==> src/rtl/keypad_scanner_pkg.sv <==
// Shared definitions for the keypad scanner: FSM encoding, matrix size and
// the idle (all rows open) value of the registered row sample.
package keypad_scanner_pkg;

  typedef enum logic [1:0] {
    IDLE     = 2'd0,
    DEBOUNCE = 2'd1,
    PRESSED  = 2'd2,
    RELEASE  = 2'd3
  } scan_state_t;

  localparam int NUM_ROWS = 4;
  localparam int NUM_COLS = 4;

  localparam logic [NUM_ROWS-1:0] ROW_RESET = 4'hF;

endpackage

==> src/rtl/keypad_scanner_onehot_enc4.sv <==
// 4-bit one-hot to 2-bit index encoder; valid only when exactly one bit is set.
module onehot_enc4 (
  input  logic [3:0] onehot,
  output logic [1:0] idx,
  output logic       valid
);

  always_comb begin
    idx = 2'd0;
    unique case (onehot)
      4'b0001: idx = 2'd0;
      4'b0010: idx = 2'd1;
      4'b0100: idx = 2'd2;
      4'b1000: idx = 2'd3;
      default: idx = 2'd0;
    endcase
  end

  assign valid = (onehot != 4'd0) && ((onehot & (onehot - 4'd1)) == 4'd0);

endmodule

==> src/rtl/keypad_scanner.sv <==
// Debounced 4x4 keypad scanner driven by an external ring-counter column phase.
//
// state    | meaning
// IDLE     | no key tracked, waiting for any closed contact
// DEBOUNCE | candidate seen, counting consecutive closed visits
// PRESSED  | key accepted, key_held high, waiting for an open visit
// RELEASE  | counting consecutive open visits before dropping key_held
module keypad_scanner
  import keypad_scanner_pkg::*;
#(
  parameter int DEBOUNCE_SCANS = 4
) (
  input  logic                clock,
  input  logic                reset,
  input  logic [NUM_COLS-1:0] col,
  input  logic [NUM_ROWS-1:0] row_n,
  output logic [3:0]          key_code,
  output logic                key_valid,
  output logic                key_held,
  output logic                phase_err
);

  localparam logic [3:0] CNT_DONE = 4'(DEBOUNCE_SCANS);

  logic [NUM_COLS-1:0] col_r;
  logic [NUM_ROWS-1:0] row_r;
  logic                sample_vld;
  scan_state_t         state, state_nxt;
  logic [3:0]          cnt, cnt_nxt;
  logic [3:0]          cand, cand_nxt;
  logic [3:0]          code_nxt;
  logic                valid_nxt, held_nxt;

  logic [1:0] col_idx;
  logic       col_ok;
  logic [1:0] row_idx;
  logic       hit;
  logic       sample_ok;
  logic       cand_col;
  logic       cand_open;
  logic [3:0] cnt_inc;

  onehot_enc4 u_col_enc (
    .onehot (col_r),
    .idx    (col_idx),
    .valid  (col_ok)
  );

  always_comb begin
    row_idx = 2'd0;
    for (int i = NUM_ROWS - 1; i >= 0; i--) begin
      if (!row_r[i]) row_idx = 2'(i);
    end
  end

  // The reset value of col_r is not a real sample, so it must not raise phase_err.
  assign hit       = ~&row_r;
  assign sample_ok = sample_vld & col_ok;
  assign cand_col  = (col_idx == cand[1:0]);
  assign cand_open = row_r[cand[3:2]];
  assign cnt_inc   = cnt + 4'd1;

  always_comb begin
    state_nxt = state;
    cnt_nxt   = cnt;
    cand_nxt  = cand;
    code_nxt  = key_code;
    valid_nxt = 1'b0;
    held_nxt  = key_held;
    if (sample_ok) begin
      unique case (state)
        IDLE: begin
          if (hit) begin
            cand_nxt  = {row_idx, col_idx};
            cnt_nxt   = 4'd1;
            state_nxt = DEBOUNCE;
          end
        end
        DEBOUNCE: begin
          if (cand_col) begin
            if (!cand_open) begin
              cnt_nxt = cnt_inc;
              if (cnt_inc == CNT_DONE) begin
                state_nxt = PRESSED;
                code_nxt  = cand;
                valid_nxt = 1'b1;
                held_nxt  = 1'b1;
              end
            end else begin
              state_nxt = IDLE;
            end
          end
        end
        PRESSED: begin
          if (cand_col && cand_open) begin
            cnt_nxt   = 4'd1;
            state_nxt = RELEASE;
          end
        end
        RELEASE: begin
          if (cand_col) begin
            if (cand_open) begin
              cnt_nxt = cnt_inc;
              if (cnt_inc == CNT_DONE) begin
                state_nxt = IDLE;
                held_nxt  = 1'b0;
              end
            end else begin
              state_nxt = PRESSED;
            end
          end
        end
        default: state_nxt = IDLE;
      endcase
    end
  end

  always_ff @(posedge clock) begin
    if (reset) begin
      col_r      <= '0;
      row_r      <= ROW_RESET;
      sample_vld <= 1'b0;
      state      <= IDLE;
      cnt        <= 4'd0;
      cand       <= 4'd0;
      key_code   <= 4'd0;
      key_valid  <= 1'b0;
      key_held   <= 1'b0;
      phase_err  <= 1'b0;
    end else begin
      col_r      <= col;
      row_r      <= row_n;
      sample_vld <= 1'b1;
      state      <= state_nxt;
      cnt        <= cnt_nxt;
      cand       <= cand_nxt;
      key_code   <= code_nxt;
      key_valid  <= valid_nxt;
      key_held   <= held_nxt;
      phase_err  <= sample_vld & ~col_ok;
    end
  end

endmodule
==> config.mk <==
export PLATFORM = sky130hd
export DESIGN_NAME = keypad_scanner
export DESIGN_NICKNAME = d
export VERILOG_FILES = /design/src/rtl/keypad_scanner_pkg.sv /design/src/rtl/keypad_scanner_onehot_enc4.sv /design/src/rtl/keypad_scanner.sv
export SDC_FILE = /design/constraint.sdc
export NUM_CORES = 1
export LEC_CHECK = 0
export CORE_UTILIZATION = 50
export DETAILED_ROUTE_END_ITERATION = 16
export PLACE_DENSITY = 0.74
export SYNTH_ARGS = -nofsm -noshare
export SYNTH_HDL_FRONTEND = slang
export SYNTH_SLANG_ARGS = --single-unit
==> constraint.sdc <==
create_clock -name clock -period 3.3 [get_ports clock]
set_clock_uncertainty 0.15 [all_clocks]
set_input_delay 0.66 -clock clock [delete_from_list [all_inputs] [get_ports clock]]
set_output_delay 0.66 -clock clock [all_outputs]
set_load 0.02 [all_outputs]
## After elaboration in Yosys (flattened, before gate mapping)

Cells that the tools add are included.

| operators by class | value |
|---|---|
| bitwise logic cells | 9 |
| mux-type cells | 32 |
| magnitude comparators | 1 |
| reductions and logical operators | 13 |
| equal/unequal tests | 18 |
| $add $sub $neg | 2 |

Operators with widths:

| operator | number |
|---|---|
| $mux W2 | 12 |
| $mux W4 | 6 |
| $ne A2 B2 Y1 const B | 8 |
| $pmux W4 S4 | 1 |
| $reduce_and A7 Y1 | 2 |
| $mux W1 | 9 |
| $eq A4 B3 Y1 const B | 2 |
| $pmux W2 S4 | 1 |
| $reduce_and A8 Y1 | 1 |
| $ne A3 B3 Y1 const B | 2 |
| $not A1 Y1 | 6 |
| $pmux W2 S3 | 1 |
| $reduce_and A5 Y1 | 1 |
| $reduce_or A5 Y1 | 1 |
| $add A4 B1 Y4 const B | 1 |
| $and A4 B4 Y4 | 1 |
| $eq A2 B2 Y1 const B | 2 |
| $eq A4 B2 Y1 const B | 1 |
| $eq A4 B4 Y1 const B | 1 |
| $logic_not A4 Y1 | 1 |
| $reduce_and A4 Y1 | 1 |
| $reduce_bool A4 Y1 | 1 |
| $sub A4 B1 Y4 const B | 1 |
| $lt A2 B3 Y1 const B | 1 |
| other kinds (9) | 11 |

| word-level totals | value |
|---|---|
| input port bits | 10 |
| output and inout bits | 7 |
| bits in registers | 26 |

## Logic depth before layout (Yosys ltp)

Gate-level depths: netlist (run 1).

| depth | value |
|---|---|
| depth in word-level cells | 7 |
| mapped depth | 7 |
| depth with buffers taken out | 5 |

## Cells and area by module

A second synthesis (run 1) with hierarchy kept.

| second synthesis, totals | value |
|---|---|
| cell total of the unflattened synthesis | 121 |
| area, all modules | 1134.8 um^2 |

By module, submodules not included:

| module | area an instance (um^2) | cells each | times used |
|---|---|---|---|
| keypad_scanner | 1083.5 | 114 | 1 |
| onehot_enc4 | 51.3 | 7 | 1 |

## Worst setup path after synthesis (run 1)

OpenSTA, ideal clock, no wires.

| timing | value |
|---|---|
| path kind | register to register |
| start | register cand[2] |
| end | register cnt[3] |
| arrival time | 1.948 ns |
| buffers on the path | 0 |
| setup time | 0.122 ns |
| required time | 3.028 ns |
| cell stages (with the launch flop) | 6 |
| period minus slack after synthesis | 2.220 ns |
| setup slack | 1.080 ns |
| path through | dfxtp_1 -> mux4_2 -> or3b_1 -> a32oi_2 -> o21ai_2 -> a311o_1 |

| on the way | value |
|---|---|
| longest elaborated chain between the ends | 5 |
| elaborated cells on any way between the ends | 7 |
| classes of those cells | eq/ne: 3; mux: 2; reduce/logical: 2 |

RTL lines:

| item | line | RTL |
|---|---|---|
| start: declaration | keypad_scanner.sv:30 | `logic [3:0] cand, cand_nxt;` |
| start signal: assignment | keypad_scanner.sv:136 | `cand <= cand_nxt;` |
| $bmux W1 S2 (*) | keypad_scanner.sv:60 | `assign cand_open = row_r[cand[3:2]];` |
| $mux W1 (not written as such) (*) | keypad_scanner.sv:60 |  |
| $logic_and A1 B1 Y1 | keypad_scanner.sv:95 | `if (cand_col && cand_open) begin` |
| $ne A2 B2 Y1 (no source line) | n/a |  |
| $reduce_and A7 Y1 (no source line) (*) | n/a |  |
| end signal: assignment | keypad_scanner.sv:135 | `cnt <= cnt_nxt;` |
| end: declaration | keypad_scanner.sv:29 | `logic [3:0] cnt, cnt_nxt;` |

Every way passes the cells marked *; elsewhere a longest branch is shown, timed or not. The select of a mux whose other input is x is not followed.
A chain may end at the register's enable or synchronous reset.

## Worst setup path after layout (run 1)

Same ends and word-level chain as after synthesis.

==> reports/qor.yml, run 1 <==
path_delay_family: "compound AO/OA/AOI/OAI gates"
status: "complete, no violations"
rr_startpoint: "cand[2]"
dr_total_vias: 1111
areaGrowthSynthToFinish_pct: 16.05
ir_worst_vdd_uv: 241.1
synth_cells: 145
antenna_found_initial: 0
core_area_um2: 2318
synth_area_leaders: "dfxtp_1 (41%), a21oi_1 (3.5%), nand2_1 (3.5%)"
cap_violations: 0
placed_area_um2: 1448
clockRootBuffer: "clkbuf_4"
antennaDiodeCount: 0
hold_violations: 0
ys_warn_count: 0
start_util_pct: 55.15
power.leakage_uw: 0.0005188
netlist_top_cells_count: "dfxtp_1 (26), nand2_1 (12), a21oi_1 (9), nand3_1 (7)"
path_class: "register to register"
cts.repair.resized: 0
grt_overflow: 0
synth-seq-cells: 26
final-seq-area_um2: 520.5
max_slew_margin_pct: 59.05
cts_made_buffers: 3
drive_above_1_share_pct: 10.13
rsz0062_at_grt: "false"
setup_viol: 0
synth_edf_count: 0
reg2reg_to: "cnt[3]"
required_ps: 3370
worstPathMaxFanout: 9
routed_wl_um: 2475
cts_buffer_depth: 2
cts.clk_slew.worst_paths_ps: 130
cp-end-kind: "register"
dominantRegCellSynth: "dfxtp_1"
multi_input_area_um2: 709.4
cts_tree: "done"
tightest_slew_ps: 610.1
synth_async_sr_flop_share_pct: 0
cts_sinks: 26
drc_errors: 0
chipWidth_um: 52.57
pin_count: 17
dp_cells: 182
grt.total_usage_pct: 20.78
period_share_pct: 72.73
h-tree-depth: 1
rr_worst_depth: 5
viasPerCell: 5.973
crit_cells: 5
start_kind: "register"
wire_per_inst_um: 13.31
gp_congestion: 0.8601
syn_area_per_cell_um2: 8.819
reg2reg_slack_ps: 900
cp_num_buf_inv: 0
ys_seq_area_share_pct: 40.70
die_h_um: 52.57
yosysTopAreaCellShare_pct: 40.70
worst_ep_arrival_time_ps: 2470
drv_slew: 0
holdPathEnd: "key_code[2]"
holdPathStages: 2
hpwlAfterDp_um: 1742
synth_most_common_cell: "dfxtp_1"
clk_latency_ps: 320
final_cell_area_um2: 1484
ant_nets: 0
synth_top_area_cell: "dfxtp_1"
io_buffers: 16
die-area_um2: 2764
grt_first_pass_wirelength_um: 4250
max_clock_freq_mhz: 416.6
final_cells: 186
drtIter0Drc: 39
grt_pass1_vias: 957
cts_setup_buffers: 0
setup_tns_ps: 0
hold_path_class: "register to register"
synth_fp_nets: 156
yosysUniqueCellTypes: 46
min-delay-start: "key_code[2]"
powerDensity_nw_per_um2: 392.0
fillCellCount: 213
fin_crit_ps: 2400
cpPeakStageDelay_ps: 620
netlist_area_um2: 1279
grt_max_degree: 28
rows: 17
path_cells: "mux4_2 -> or3b_1 -> a32oi_2 -> o21ai_2 -> a311o_1"
cts_hold_buf: 0
nets: 170
critPathSlowestCell: "mux4_2"
drtPass1Iterations: 4
==> stage by stage <==
step                setup WS [ps]  power, µW  hold slack [ps]  utilization, %
finish                      899.9      581.6            324.9           64.00
global route                788.7      610.3            355.7           64.00
detailed placement          931.2      429.2            311.3           62.44
CTS                         906.9      587.4            329.7           64.00
floorplan                    1080      403.5            300.6               -
global placement            997.3      427.6            303.5           62.44
==> final cells by class <==
type,count,area share [%]
flip-flops and latches,26,35.08
inverters,4,1.012
well taps,28,2.361
repair buffers,17,11.30
multi-input cells,107,47.81
clock buffers,4,2.445
==> per-layer routing <==
layer | track usage [%] | part of all wire [%] | vias to the layer above
li1 | - | - | 571
met3 | 2.609 | 3.6 | 2
met4 | 6.140 | 0.89 | 0
met2 | 34.81 | 46 | 28
met1 | 27.58 | 49 | 510
met5 | 0 | 0 | -
==> worst register-to-register path: cells and delay by family (launching register included) <==
kind	cells	cell delay, ps
AO/OA/AOI/OAI	3	720
flip-flops	1	410
multiplexers	1	620
AND/OR/NAND/NOR	1	410
==> power by group <==
group / internal (µW) / total (µW) / switching, µW
registers: 325 / 340 / 14.5
logic: 37.5 / 83.8 / 46.2
clock network: 67.5 / 158 / 90.7
total: 430 / 582 / 151
==> cell usage in the layout (no fill, tap or decap), types with 3 or more instances in the layout <==
cell and n:
clkdlybuf4s50_1 16, a31oi_1 4, o21ai_1 4, nand4_1 5, nor2b_1 5, nand2_1 12
clkbuf_4 3, nand3_1 7, and3_1 4, or2_2 4, nor3_1 3, xnor2_1 3
inv_1 4, nor2_1 6, dfxtp_1 26, o31ai_1 4, a21oi_1 9, nor3b_1 3
==> kinds of logic (layout without fill, tap and decap cells) <==
family                   count (synthesis)  after routing  synth area share (%)
adder cells (fa/ha/maj)                  1              1                0.9783
buffers and inverters                   12             25                 3.816
AND/OR/NAND/NOR                         63             63                 28.18
AO/OA/AOI/OAI                           36             36                 20.06
flip-flops                              26             26                 40.70
XOR/XNOR                                 3              3                 2.055
multiplexers                             4              4                 4.207
==> how the worst max path moves through the flow <==
stage          startpoint      to  slack (ps)
5_1_grt           cand[2]  cnt[3]         790
3_3_place_gp      cand[2]  cnt[3]        1000
2_1_floorplan     cand[2]  cnt[3]        1080
6_report          cand[2]  cnt[3]         900
3_5_place_dp      cand[2]  cnt[3]         930
4_1_cts           cand[2]  cnt[3]         910
==> registers in the layout, indices dropped and copies added, names as in the netlist, named ones only <==
name        count
sample_vld      1
cand            4
cnt             4
key_valid       1
key_code        4
phase_err       1
col_r           4
state           1
key_held        1
row_r           4
(Power assumes the default switching activity.)
==> inputs of run 2 (changes only) <==
--- a/config.mk
+++ b/config.mk
@@ -5,7 +5,7 @@
 export SDC_FILE = /design/constraint.sdc
 export NUM_CORES = 1
 export LEC_CHECK = 0
-export CORE_UTILIZATION = 50
+export CORE_UTILIZATION = 48
 export DETAILED_ROUTE_END_ITERATION = 16
 export PLACE_DENSITY = 0.74
 export SYNTH_ARGS = -nofsm -noshare
==> constraint.sdc (replaced) <==
create_clock -name clock -period 2.2 [get_ports clock]
set_clock_uncertainty 0.15 [all_clocks]
set_input_delay 0.44 -clock clock [delete_from_list [all_inputs] [get_ports clock]]
set_output_delay 0.44 -clock clock [all_outputs]
set_load 0.02 [all_outputs]
==> reports/qor.yml, run 2 (synthesis gave the netlist of run 1 again) <==
power_frac_clock_pct: 33.7  # +6.5 points
drive_above_1_share_pct: 18.24  # +8.1 points
ant_nets: 0  # unchanged
netSwitchingPower_uw: 246.1  # +63%
path_class: "register to register"
tightest_slew_ps: 403.0  # -207.1 ps
pin_count: 17  # unchanged
mostFrequentLayoutCells: "dfxtp_1 (25), clkdlybuf4s50_1 (16), buf_4 (13)"
status: "complete, no violations"
fin_crit_ps: 2143  # -257.6 ps
grt_max_degree: 16  # -43%
start_kind: "register"
cts_buffer_depth: 2  # unchanged
swShare_pct: 24.85  # -1.2 points
cp_num_buf_inv: 1  # +1
die-area_um2: 2875  # +4.0%
core_area_um2: 2500  # +7.8%
setup_tns_ps: 0  # unchanged
cts_tree: "done"
cts_made_buffers: 3  # unchanged
total_power_uw: 990.4  # +70%
power.leakage_uw: 0.0005858  # +13%
areaGrowthSynthToFinish_pct: 25.44
max_clock_freq_mhz: 466.7  # +12%
start_util_pct: 51.15  # -4.0 points
required_ps: 2270  # -1100 ps
clk_latency_ps: 330  # about the same
chipWidth_um: 53.62  # +2.0%
cts.clk_slew.worst_paths_ps: 160  # +30 ps
dr_total_vias: 1179  # +6.1%
die_h_um: 53.62  # +2.0%
gp_congestion: 0.8547  # -0.63%
wire_per_inst_um: 13.60  # +2.2%
setup_viol: 0  # unchanged
hpwlAfterDp_um: 2058  # +18%
io_buffers: 16  # unchanged
antennaDiodeCount: 0  # unchanged
grt_first_pass_wirelength_um: 4360  # +2.6%
clockRootBuffer: "clkbuf_4"
powerDensity_nw_per_um2: 617.5  # +58%
combPwrFrac_pct: 15.1  # +0.7 points
cpPeakStageDelay_ps: 500  # -120 ps
path_cells: "mux4_2 -> buf_4 -> a21oi_1 -> a31oi_2 -> o211ai_1 -> mux2_1"
cap_violations: 0  # unchanged
rows: 18  # +1
worst_ep_arrival_time_ps: 2210  # -260 ps
worstPathMaxFanout: 8  # -1
grt.total_usage_pct: 20.66  # -0.11 points
antenna_found_initial: 0  # unchanged
hold_violations: 0  # unchanged
drc_errors: 0  # unchanged
drtIter0Drc: 21  # -46%
period_share_pct: 97.39  # +25 points
routed_wl_um: 2719  # +9.9%
h-tree-depth: 1  # unchanged
viasPerCell: 5.895  # -1.3%
ir_worst_vdd_uv: 473.8  # +97%
cts_sinks: 26  # unchanged
critPathSlowestCell: "mux4_2"
internal-power_uw: 744.3  # +73%
grt_pass1_vias: 1008  # +5.3%
max_slew_margin_pct: 73.11  # +14 points
drv_slew: 0  # unchanged
cp-end-kind: "register"
rsz0062_at_grt: "false"
hold_path_class: "register to register"
path_delay_family: "multiplexers"
final_common_cell: "dfxtp_1"
drtPass1Iterations: 4  # unchanged
nets: 182  # +7.1%
seq_power_share_pct: 51.1  # -7.3 points
grt_overflow: 0  # unchanged
run 2: cell count changes in the layout (fill, tap and decap cells not counted):
cell / before / now
bufinv_16: 0 / 1
a31oi_1: 4 / 3
a31oi_2: 0 / 1
dfxtp_1: 26 / 25
dfxtp_2: 0 / 1
o21ai_2: 1 / 2
clkbuf_8: 1 / 0
buf_4: 1 / 13
o21ai_1: 4 / 3
run 2: worst paths after layout:
kind | cells past startpoint | startpoint | slack (ps) | end
worst max-delay path | 6 | cand[2] | 60 | register
worst min-delay path | 2 | key_code[3] | 330 | key_code[3]
worst max register to register | 6 | cand[2] | 60 | register
worst min register to register | 2 | key_code[3] | 330 | key_code[3]
run 2: worst min-delay path, delay by kind of cell (launching register included):
kind / cells / cell delay (ps)
AOI/OAI and AO/OA: 2 / 120
DFF: 1 / 330
run 2: what timing repair did:
action                     CTS  global route
setup endpoints to repair    1             3
hold buffers                 0             0
buffers inserted             2             0
resized for setup            0             2
pin swaps                    3             4
run 2: final cells by class:
cell class	instances	area (µm²)
Clock buffer	3	22.52
Fill cell	221	895.9
Multi-Input combinational cell	107	719.4
Clock inverter	1	30.03
Tap cell	30	37.54
Inverter	4	15.01
Sequential cell	26	521.8
Timing Repair Buffer	29	257.7
run 2: metal layers:
metal  global-route usage, %  up-vias  routed length (µm)
met4                   5.263        0                  11
met5                       0        -                   0
li1                        -      594                   -
met1                   27.29      558                1285
met3                   2.542        2                  85
met2                   35.42       25                1335
run 2: stage by stage:
stage / hold slack (ps) / util [%] / setup slack [ps] / std cells / instance area [µm²]
final: 329.5 / 64.16 / 57.47 / 200 / 1604
after global routing: 340.9 / 64.16 / 4.148 / 200 / 1604
after CTS: 333.6 / 63.76 / 17.35 / 200 / 1594
after detailed placement: 313.7 / 61.06 / 13.07 / 194 / 1526
after global placement: 304.6 / 61.06 / 60.39 / 194 / 1526
after floorplan: 300.6 / - / 3.069 / 145 / 1280
run 2: power groups by stage:
stage                     Sequential (µW)  Clock, µW  Combinational [µW]
final                                 507        334                 150
after global placement                515          0                 142
after floorplan                       512          0                93.6
after detailed placement              516          0                 145
after global routing                  509        354                 166
after CTS                             506        346                 148
